<file path="config.mk">
export PLATFORM = sky130hd
export DESIGN_NAME = pwm_dac4
export DESIGN_NICKNAME = d
export VERILOG_FILES = /design/src/rtl/pwm_dac4.sv
export SDC_FILE = /design/constraint.sdc
export NUM_CORES = 1
export LEC_CHECK = 0
export ABC_AREA = 1
export BUFFER_PORTS_ARGS = -buffer_cell sky130_fd_sc_hd__buf_2
export CORE_MARGIN = 10
export CORE_UTILIZATION = 40
export DETAILED_ROUTE_END_ITERATION = 16
export SLEW_MARGIN = 20
export SYNTH_ARGS = -nofsm -noshare
export SYNTH_HDL_FRONTEND = slang
export SYNTH_SLANG_ARGS = --single-unit
export TNS_END_PERCENT = 30
</file>
<file path="constraint.sdc">
create_clock -name clk -period 3.8 [get_ports clk]
set_clock_uncertainty 0.2 [all_clocks]
set_input_delay 0.57 -clock clk [delete_from_list [all_inputs] [get_ports clk]]
set_output_delay 0.57 -clock clk [all_outputs]
set_load 0.005 [all_outputs]
</file>
<file path="src/rtl/pwm_dac4.sv">
// pwm_dac4: converts a level sample into a PWM stream with 2**LEVEL_W-1 slots per frame
// Ports:
//   clk, rst_n   clock and async active-low reset
//   enable       run/stop; low forces idle and abandons the current frame
//   level        level sample, captured once per frame
//   prescale     clk cycles per slot, captured once per frame (0 acts as 1)
//   pwm_out      registered PWM output, high for the first level_q slots
//   frame_start  one-cycle pulse on the first cycle of each frame
//   level_q      level used by the current frame
module pwm_dac4 #(
  parameter int LEVEL_W = 4,
  parameter int PRESC_W = 16
) (
  input  logic               clk,
  input  logic               rst_n,
  input  logic               enable,
  input  logic [LEVEL_W-1:0] level,
  input  logic [PRESC_W-1:0] prescale,
  output logic               pwm_out,
  output logic               frame_start,
  output logic [LEVEL_W-1:0] level_q
);
  localparam logic [LEVEL_W-1:0] LAST = LEVEL_W'(2**LEVEL_W - 2);
  logic [LEVEL_W-1:0] slot_q, slot_d, level_d, slot_nx;
  logic [PRESC_W-1:0] pcnt_q, pcnt_d, presc_q, presc_d, presc_new;
  logic running_q, running_d, pwm_q, pwm_d, fs_q, fs_d, load, slot_end;
  // A load both starts a frame from idle and wraps on the last slot's final cycle,
  // so level 15 stays high across the wrap without a dip.
  always_comb begin
    slot_end  = pcnt_q == '0;
    load      = enable && (!running_q || (slot_end && slot_q == LAST));
    presc_new = (prescale == '0) ? PRESC_W'(1) : prescale;
    slot_nx   = slot_q + 1'b1;
    running_d = enable;
    fs_d      = load;
    level_d   = load ? level : level_q;
    presc_d   = load ? presc_new : presc_q;
    slot_d    = (!enable || load) ? '0 : slot_end ? slot_nx : slot_q;
    pcnt_d    = !enable ? '0 : load ? presc_new - 1'b1 : slot_end ? presc_q - 1'b1 : pcnt_q - 1'b1;
    pwm_d     = !enable ? 1'b0 : load ? (level != '0) : slot_end ? (slot_nx < level_q) : pwm_q;
  end
  always_ff @(posedge clk or negedge rst_n) begin
    if (!rst_n) begin
      slot_q    <= '0;
      pcnt_q    <= '0;
      presc_q   <= PRESC_W'(1);
      running_q <= 1'b0;
      pwm_q     <= 1'b0;
      fs_q      <= 1'b0;
      level_q   <= '0;
    end else begin
      slot_q    <= slot_d;
      pcnt_q    <= pcnt_d;
      presc_q   <= presc_d;
      running_q <= running_d;
      pwm_q     <= pwm_d;
      fs_q      <= fs_d;
      level_q   <= level_d;
    end
  end
  assign pwm_out     = pwm_q;
  assign frame_start = fs_q;
endmodule

</file>
After elaboration in Yosys (flattened, before gate mapping)

Cells that the tools add are included.

Flip-flop bits (word level): 43
Latch bits: 0
Bits in writable memories: 0
Bits in read-only memories: 0
Input bits: 23
Output and inout bits: 6
Word-level logic and storage cells: 33
Memories kept: 0

$add $sub $neg: 4
$mul: 0
Div/mod/pow operators: 0
Magnitude comparators: 1
Equality and inequality tests: 2
Shifts and indexed selects: 0
Mux-type cells: 9
Bitwise gates (word level): 0
Reductions and logical operators: 10

Operators with widths:

| operator              | count |
|---|---|
| $mux 16               | 4 |
| $sub 16x1->16 const B | 3 |
| $logic_not 16->1      | 2 |
| $mux 4                | 2 |
| $add 4x1->4 const B   | 1 |
| $eq 4x4->1 const B    | 1 |
| $lt 4x4->1            | 1 |
| $reduce_bool 4->1     | 1 |
| $mux 1                | 3 |
| $ne 3x1->1 const B    | 1 |
| $logic_and 1x1->1     | 2 |
| $logic_not 1->1       | 2 |
| $logic_or 1x1->1      | 2 |
| $reduce_bool 2->1     | 1 |

Longest topological paths before layout

Gate-level depths: netlist of the first run.

Depth after elaboration: 6
Depth in mapped cells: 18
Gate-level depth less buffers: 18

Worst setup path before layout of the first run

No wires, ideal clock.

Kind: flip-flop to flip-flop
Start point: register slot_q[0]
End point: register pcnt_q[14]
Setup time: 119 ps
Data arrival time: 1929 ps
Data required time: 3481 ps
Slack: 1552 ps
Stages on the path, launching flop included: 19
Path buffers: 0
Period minus slack after synthesis: 2248 ps
Path through: dfrtp_1 inv_1 ha_1 and3_1 nand3_2 nand2_4 nand2_4 inv_1 nand2_1 nand2_1 inv_1 ha_1 inv_1 nor2_1 nand2_1 nor2_2 nand3_1 nand2_1 nor2_1

Longest elaborated chain between the ends: 6

Ends and longest elaborated chain:

| item                   | line | source |
|---|---|---|
| start, declared        | 24   | `logic [LEVEL_W-1:0] slot_q, slot_d, level_d, slot_nx;` |
| start signal, assigned | 52   | `slot_q <= slot_d;` |
| $eq 4x4->1             | 31   | `load = enable && (!running_q \|\| (slot_end && slot_q == LAST));` |
| $logic_and 1x1->1      | 31   |  |
| $logic_or 1x1->1       | 31   |  |
| $logic_and 1x1->1      | 31   |  |
| $mux 16 (2 in a row)   | 39   | `pcnt_d = !enable ? '0 : load ? presc_new - 1'b1 : slot_end ? presc_q - 1'b1 : pcnt_q - 1'b1;` |
| named net pcnt_d[14]   | 25   | `logic [PRESC_W-1:0] pcnt_q, pcnt_d, presc_q, presc_d, presc_new;` |
| end signal, assigned   | 53   | `pcnt_q <= pcnt_d;` |
| end, declared          | 25   |  |

The timed path passes the listed nets, and every way through them passes these cells.
A chain may end at the register's enable or synchronous reset.

Final worst setup path of the first run

Same ends and word-level chain as after synthesis.

==> results.md, run 1 <==
* 0.499 ns — slew at the pin closest to its max-slew limit
* 0.40 ns — max incr delay on CP
* 3.01 ns — CP arrival
* 0.413 — initial standard-cell utilization of the core
* 229 uV — worst supply voltage drop on vdd
* 3.79 ns — critical path data required time
* 5 — total CTS buffers
* flop — endpoint class of the critical path
* 43 — clk sink count
* done — clock tree from TritonCTS
* no — setup repair after global routing missed its margin
* 0 — remaining design rule violation count
* 0 ns — Final TNS setup
* 838 uW — internal power summed over all cells
* 619 — final-layout fill cell count
* sky130_fd_sc_hd__nand2_1 — library cell with the highest instance count after synthesis
* 0 — count of synthesis-stage warnings from yosys
* 9690 um^2 — die outline area
* 33 — highest fanout seen on the critical path
* 5.91 mm — Final Routed Wirelength
* 43 — Synth Register Bits
* 0.820 ns — Setup WS pre-CTS
* sky130_fd_sc_hd__dfrtp_1 — dominant register cell in the synthesized netlist
* 0 — # hold bufs at CTS
* 0.340 — switching portion of total power
* 0.157 — layout cells sized above 1
* 331 MHz — maximum frequency from static timing analysis
* 364 — net count of the mapped netlist
* 0 — number of synthesized flops with an enable pin
* 95 x sky130_fd_sc_hd__nand2_1, 47 x sky130_fd_sc_hd__nor2_1, 42 x sky130_fd_sc_hd__dfrtp_1 — list of most frequent post-synthesis cells
* 0 — diode count
* 12.7% — synthesis-to-layout area growth
* slot_q[0] — Crit. Startpoint
* 0 — Max Transition Viols Final
* 28 — input/output buffers
* 0 — max-cap violation count
* 0 — Setup-failing EPs final
* 335 — synthesized instance count
* 431 uW — net switching power of the design
* sky130_fd_sc_hd__clkbuf_8 — Root Driver
* 0.273 — relative contribution of the clock network to total power
* 5960 um^2 — total core area
* 4.91 — vias per inst
* 4.52 mm — DP Wirelength
* 0.299 — Comb power frac
* primary input to async pin — worst min-delay path class
* slot_q[0] — critical register-to-register path startpoint
* 2147 — via total after detailed routing
* 0.08 ns — clock-pin slew of the registers on the worst-case setup and hold paths
* 7.35 um^2 — Post-Syn Area per Cell
* 0 — initial antenna violation count
* flop — sort of element at the start of the critical path
* 2 — deepest clock path buffer count
* 4 — 1st-pass router iterations
* 3.02 ns — Min Clock Period, post-route
* 0.795 — Final period util
* 1.48 nW — static leakage
* 98.5 um — die extent in x
* flop to flop — kind of critical path
* 0 — post-detailed-route count of antenna-violating nets
* 457 nW/um^2 — power per cell area
* 18 — cell depth of the worst flop-to-flop path
* 28 — site row count
* inv_1, ha_1, and3_1, nand3_2, nand2_4, nand2_4, inv_1, nand2_1, nand2_1, inv_1, ha_1, inv_1, nor2_1, nand2_1, nor2_2, nand3_1, nand2_1, nor2_1 — chain of cells forming the critical path
* hold timing — violated checks
* sky130_fd_sc_hd__dfrtp_1 — Max stage delay cell, worst path
* 0.427 — area share of the leading cell type in the synthesized netlist
* 0.438 — sequential fraction of the synthesis area
* 13.5 um — per-cell routed wire length
* 391 — net count reported at finish
* 0.428 — share of total power in sequential cells
* 0.667 — relative slew slack
* sky130_fd_sc_hd__dfrtp_1 — dominant cell type by area after synthesis
* 0.30 ns — clock latency of the later-clocked register in the worst-skew pair
* 0 — GRT Residual Overflow
* sky130_fd_sc_hd__dfrtp_1 43%, sky130_fd_sc_hd__nand2_1 14%, sky130_fd_sc_hd__nor2_1 7.2% — Area contributors post-synth
* 44 — maximum number of pins on one net before global-route repair
* 98.5 um — Die Ht
* 2148 — vias in the first global route
* 10.0 mm — first-pass GRT wire length
* 0 — number of post-CTS setup repair buffers
* 122 — 1st-iter DRT viols
* 2460 um^2 — synthesized area
* 29 — io pins
* 0.842 — Final Wtd Congestion
* -0.00428 ns — hold slack
* 26 — unique cell type count in the Yosys netlist
* 0 — number of gates given a new drive strength after cts
* finished with violations — run status
* 0.124 — all-layer global routing usage
* 0.778 ns — final worst setup slack
* 2 — CTS H-Tree Depth
* 6 — count of endpoints failing hold in the final timing report
* 1.00 — proportion of register bits with asynchronous set or reset after synthesis
==> power groups by stage <==
stage / clock (mW) / combinational [mW] / sequential [mW]
global placement: 0 / 0.377 / 0.552
global route: 0.371 / 0.438 / 0.550
finish: 0.347 / 0.379 / 0.543
detailed placement: 0 / 0.380 / 0.553
CTS: 0.357 / 0.382 / 0.544
floorplan: 0 / 0.288 / 0.545
==> cell usage in the layout (no fill, tap or decap), types with 4 or more instances in the layout <==
cell type and instances:
sky130_fd_sc_hd__a21oi_1 17, sky130_fd_sc_hd__buf_2 28, sky130_fd_sc_hd__clkbuf_8 5, sky130_fd_sc_hd__dfrtp_1 42, sky130_fd_sc_hd__ha_1 6, sky130_fd_sc_hd__inv_1 35
sky130_fd_sc_hd__nand2_1 95, sky130_fd_sc_hd__nand2_2 6, sky130_fd_sc_hd__nand3_1 26, sky130_fd_sc_hd__nand4_1 4, sky130_fd_sc_hd__nor2_1 47, sky130_fd_sc_hd__nor2_2 6
sky130_fd_sc_hd__nor2_4 4, sky130_fd_sc_hd__o21ai_0 17, sky130_fd_sc_hd__o21bai_1 9
==> per-layer routing <==
layer	track usage	vias up	wire [um]
met5	0	-	0
met4	0.0573	0	162
met3	0.0258	14	234
met2	0.213	33	2890
met1	0.143	994	2630
li1	-	1106	-
==> kinds of logic after synthesis <==
logic type      count (synthesis)  synth area share
xor+xnor                        3            0.0107
compound gates                 45             0.102
fa+ha+maj                       6            0.0305
buf+inv                        46            0.0757
simple gates                  192             0.344
flops                          43             0.438
==> worst max-delay path: cells and delay by family, from the launching register on <==
kind | cells | cell delay (ns)
adders and majority gates | 2 | 0.35
buffers and inverters | 4 | 0.47
DFF | 1 | 0.40
and+or+nand+nor | 12 | 1.49
==> registers in the layout, summed over array words and instances (netlist names) <==
signal and flops:
level_q 4, frame_start 1, pwm_out 1, slot_q 4, presc_q 16, running_q 1
pcnt_q 16
==> through the flow <==
| step | power [mW] | utilization | area (um^2) | cells |
|---|---|---|---|---|
| floorplan | 0.833 | - | 2460 | 335 |
| global placement | 0.929 | 0.445 | 2650 | 429 |
| detailed placement | 0.932 | 0.445 | 2650 | 429 |
| CTS | 1.28 | 0.463 | 2760 | 436 |
| global route | 1.36 | 0.466 | 2780 | 437 |
| finish | 1.27 | 0.466 | 2780 | 437 |
==> area by class of cell <==
class                           count  area (um^2)  share of cell area
Tap cell                           75         93.8              0.0338
Clock inverter                      1         30.0              0.0108
Timing Repair Buffer               30          168              0.0604
Clock buffer                        6         72.6              0.0261
Sequential cell                    43         1080               0.388
Multi-Input combinational cell    246         1200               0.432
Inverter                           36          135              0.0487
==> path summary, 6_finish.rpt <==
| check | endpoint | slack [ns] |
|---|---|---|
| max | pcnt_q[14] | 0.78 |
| min | slot_q[2] | -0.004 |
| max reg2reg | pcnt_q[14] | 0.78 |
| min reg2reg | presc_q[11] | 0.27 |
| max in group asynchronous | pcnt_q[4] | 2.92 |
| min in group clk | presc_q[11] | 0.27 |
Note: power is estimated with default switching activity, not from simulation.
==> inputs of run 2 (changes only) <==
- clock period: 3.8 -> 2.6 ns (I/O delays scaled with it)
==> run 2 against run 1 <==
The run now ends clean. Critical path depth shrank 2. Wire length grew 3.3%. Fmax grew 26%. Largest cell class unchanged. Sequential power grew 46%. Hold slack gained 0.089 ns. Register-to-register slack lost 0.57 ns. Combinational power grew 59%. Global-route usage grew 0.54 points. Core utilization grew 1.7 points.
==> results.md, run 2 (synthesis results as in run 1) <==
* 0.869 — Final Wtd Congestion, +3.3%
* 0 — GRT Residual Overflow, unchanged
* 4.76 mm — DP Wirelength, +5.5%
* 244 uV — worst supply voltage drop on vdd, +6.5%
* 5 — total CTS buffers, unchanged
* 1.53 nW — static leakage, +3.2%
* 9690 um^2 — die outline area, unchanged
* 0.921 — Final period util, +0.126
* 99 — 1st-iter DRT viols, -19%
* pcnt_q[8] — destination of the worst register-to-register timing path
* 13.7 um — per-cell routed wire length, +1.0%
* 10.4 mm — first-pass GRT wire length, +4.0%
* 30 — maximum number of pins on one net before global-route repair, -32%
* 1080 um^2 — Seq. cell area, unchanged
* flop — sort of element at the start of the critical path
* 0.08 ns — clock-pin slew of the registers on the worst-case setup and hold paths, about the same
* 16.8% — synthesis-to-layout area growth
* 0 — initial antenna violation count, unchanged
* 2 — CTS H-Tree Depth, unchanged
* enable — startpoint of the tightest hold check path
* 0.0847 ns — hold slack, +0.0890 ns
* 0.196 — layout cells sized above 1, +0.0388
* 669 nW/um^2 — power per cell area, +46%
* slot_q[0] — Crit. Startpoint
* 29 — io pins, unchanged
* 0.673 ns — slew at the pin closest to its max-slew limit, +0.174 ns
* 98.5 um — die extent in x, unchanged
* sky130_fd_sc_hd__clkbuf_8 — Root Driver
* 0 — diode count, unchanged
* 43 — clk sink count, unchanged
* 4 — 1st-pass router iterations, unchanged
* sky130_fd_sc_hd__nand2_1 — most common cell after layout, fill and taps aside
* 0 — remaining design rule violation count, unchanged
* done — clock tree from TritonCTS
* 2161 — via total after detailed routing, +0.65%
* 2.38 ns — CP arrival, -0.63 ns
* slot_q[0] — critical register-to-register path startpoint
* 28 — site row count, unchanged
* 4.83 — vias per inst, -1.6%
* 5960 um^2 — total core area, unchanged
* 0.413 — initial standard-cell utilization of the core, unchanged
* completed — run status
* 1230 um^2 — area taken by multi-input logic gates, +2.3%
* 8 — highest fanout seen on the critical path, -76%
* 0 — count of endpoints failing hold in the final timing report, -6
* 2.39 ns — Min Clock Period, post-route, -0.627 ns
* 0.552 — relative slew slack, -0.115
* 0.21 ns — slack of the worst reg-to-reg path, -0.57 ns
* 0.129 — all-layer global routing usage, +0.00538
* pcnt_q: 16 flops, presc_q: 16 flops — Largest regs
* running_q — end point of the most critical hold path
* flop — endpoint class of the critical path
* 6.11 mm — Final Routed Wirelength, +3.3%
* 0.483 — core utilization of the finished layout, +0.0170
* 0.30 ns — clock latency of the later-clocked register in the worst-skew pair, about the same
* 0 — max-cap violation count, unchanged
* primary input to flop — worst min-delay path class
* 2 — deepest clock path buffer count, unchanged
* 0 — Max Transition Viols Final, unchanged
* 93 x sky130_fd_sc_hd__nand2_1, 43 x sky130_fd_sc_hd__nor2_1, 42 x sky130_fd_sc_hd__dfrtp_1 — most frequent cells in the layout
* 0 — post-detailed-route count of antenna-violating nets, unchanged
* 1.92 mW — Tot Pwr, +52%
* 0 — Setup-failing EPs final, unchanged
* 2180 — vias in the first global route, +1.5%
* 620 — final-layout fill cell count, +0.16%
* 28 — input/output buffers, unchanged
* 1 — Hold Path Stages
* 418 MHz — maximum frequency from static timing analysis, +26%
* yes — setup repair after global routing missed its margin
* 16 — cell depth of the worst flop-to-flop path, -2
* 400 — net count reported at finish, +2.3%
* 98.5 um — Die Ht, unchanged
* 2.59 ns — critical path data required time, -1.20 ns
* flop to flop — kind of critical path
[run 2: area by class of cell]
cell class                 count  share of cell area
tap                           75              0.0326
timing repair buffer          39              0.0826
sequential                    43               0.375
clock inverter                 1              0.0104
inverter                      36              0.0470
clock buffer                   7              0.0265
multi-input combinational    246               0.426
[run 2: what timing repair did]
item	4_1_cts	5_1_grt
hold endpoints to repair	26	0
hold buffers	1	0
endpoints found under the setup margin	0	10
buffers inserted	0	1
resized for setup	0	10
[run 2: per-layer routing]
metal / vias up / routed length, um / track usage
li1: 1125 / - / -
met1: 1000 / 2840 / 0.157
met2: 29 / 2960 / 0.219
met3: 7 / 214 / 0.0286
met4: 0 / 87 / 0.0430
met5: - / 0 / 0
[run 2: per-stage QoR]
stage	worst slack, ns	std cells	TNS (ns)	area [um^2]
floorplan	0.352	335	0	2460
global placement	0.151	437	0	2730
detailed placement	0.114	437	0	2730
CTS	0.0668	446	0	2840
global route	-0.0273	447	-0.0410	2880
finish	0.205	447	0	2880
[run 2: worst max-delay path, cell delays in order (launching register included)]
cell                      delay [ns]
sky130_fd_sc_hd__dfrtp_1        0.39
sky130_fd_sc_hd__inv_2          0.05
sky130_fd_sc_hd__ha_1           0.18
sky130_fd_sc_hd__and3_1         0.15
sky130_fd_sc_hd__nand3_2        0.09
sky130_fd_sc_hd__nand2_4        0.08
sky130_fd_sc_hd__nand2_4        0.11
sky130_fd_sc_hd__inv_1          0.06
sky130_fd_sc_hd__nand2_1        0.07
sky130_fd_sc_hd__nand2_1        0.07
sky130_fd_sc_hd__inv_1          0.08
sky130_fd_sc_hd__ha_2           0.18
sky130_fd_sc_hd__nand3_1        0.13
sky130_fd_sc_hd__nor2_4         0.14
sky130_fd_sc_hd__nand3_1        0.10
sky130_fd_sc_hd__xor2_1         0.16
sky130_fd_sc_hd__nor2_1         0.05
[run 2: worst max-delay path by stage]
stage	to	slack, ns	cells after the start
3_3_place_gp	pcnt_q[8]	0.15	16
5_1_grt	pcnt_q[11]	-0.03	15
4_1_cts	pcnt_q[8]	0.07	16
2_1_floorplan	pcnt_q[14]	0.35	18
6_report	pcnt_q[8]	0.21	16
3_5_place_dp	pcnt_q[8]	0.11	16
[run 2: where the power goes]
| part | leakage [nW] | switching (mW) | total (mW) | internal [mW] |
|---|---|---|---|---|
| sequential | 0.548 | 0.0426 | 0.795 | 0.752 |
| clock | 0.0524 | 0.238 | 0.526 | 0.288 |
| combinational | 0.925 | 0.388 | 0.602 | 0.214 |
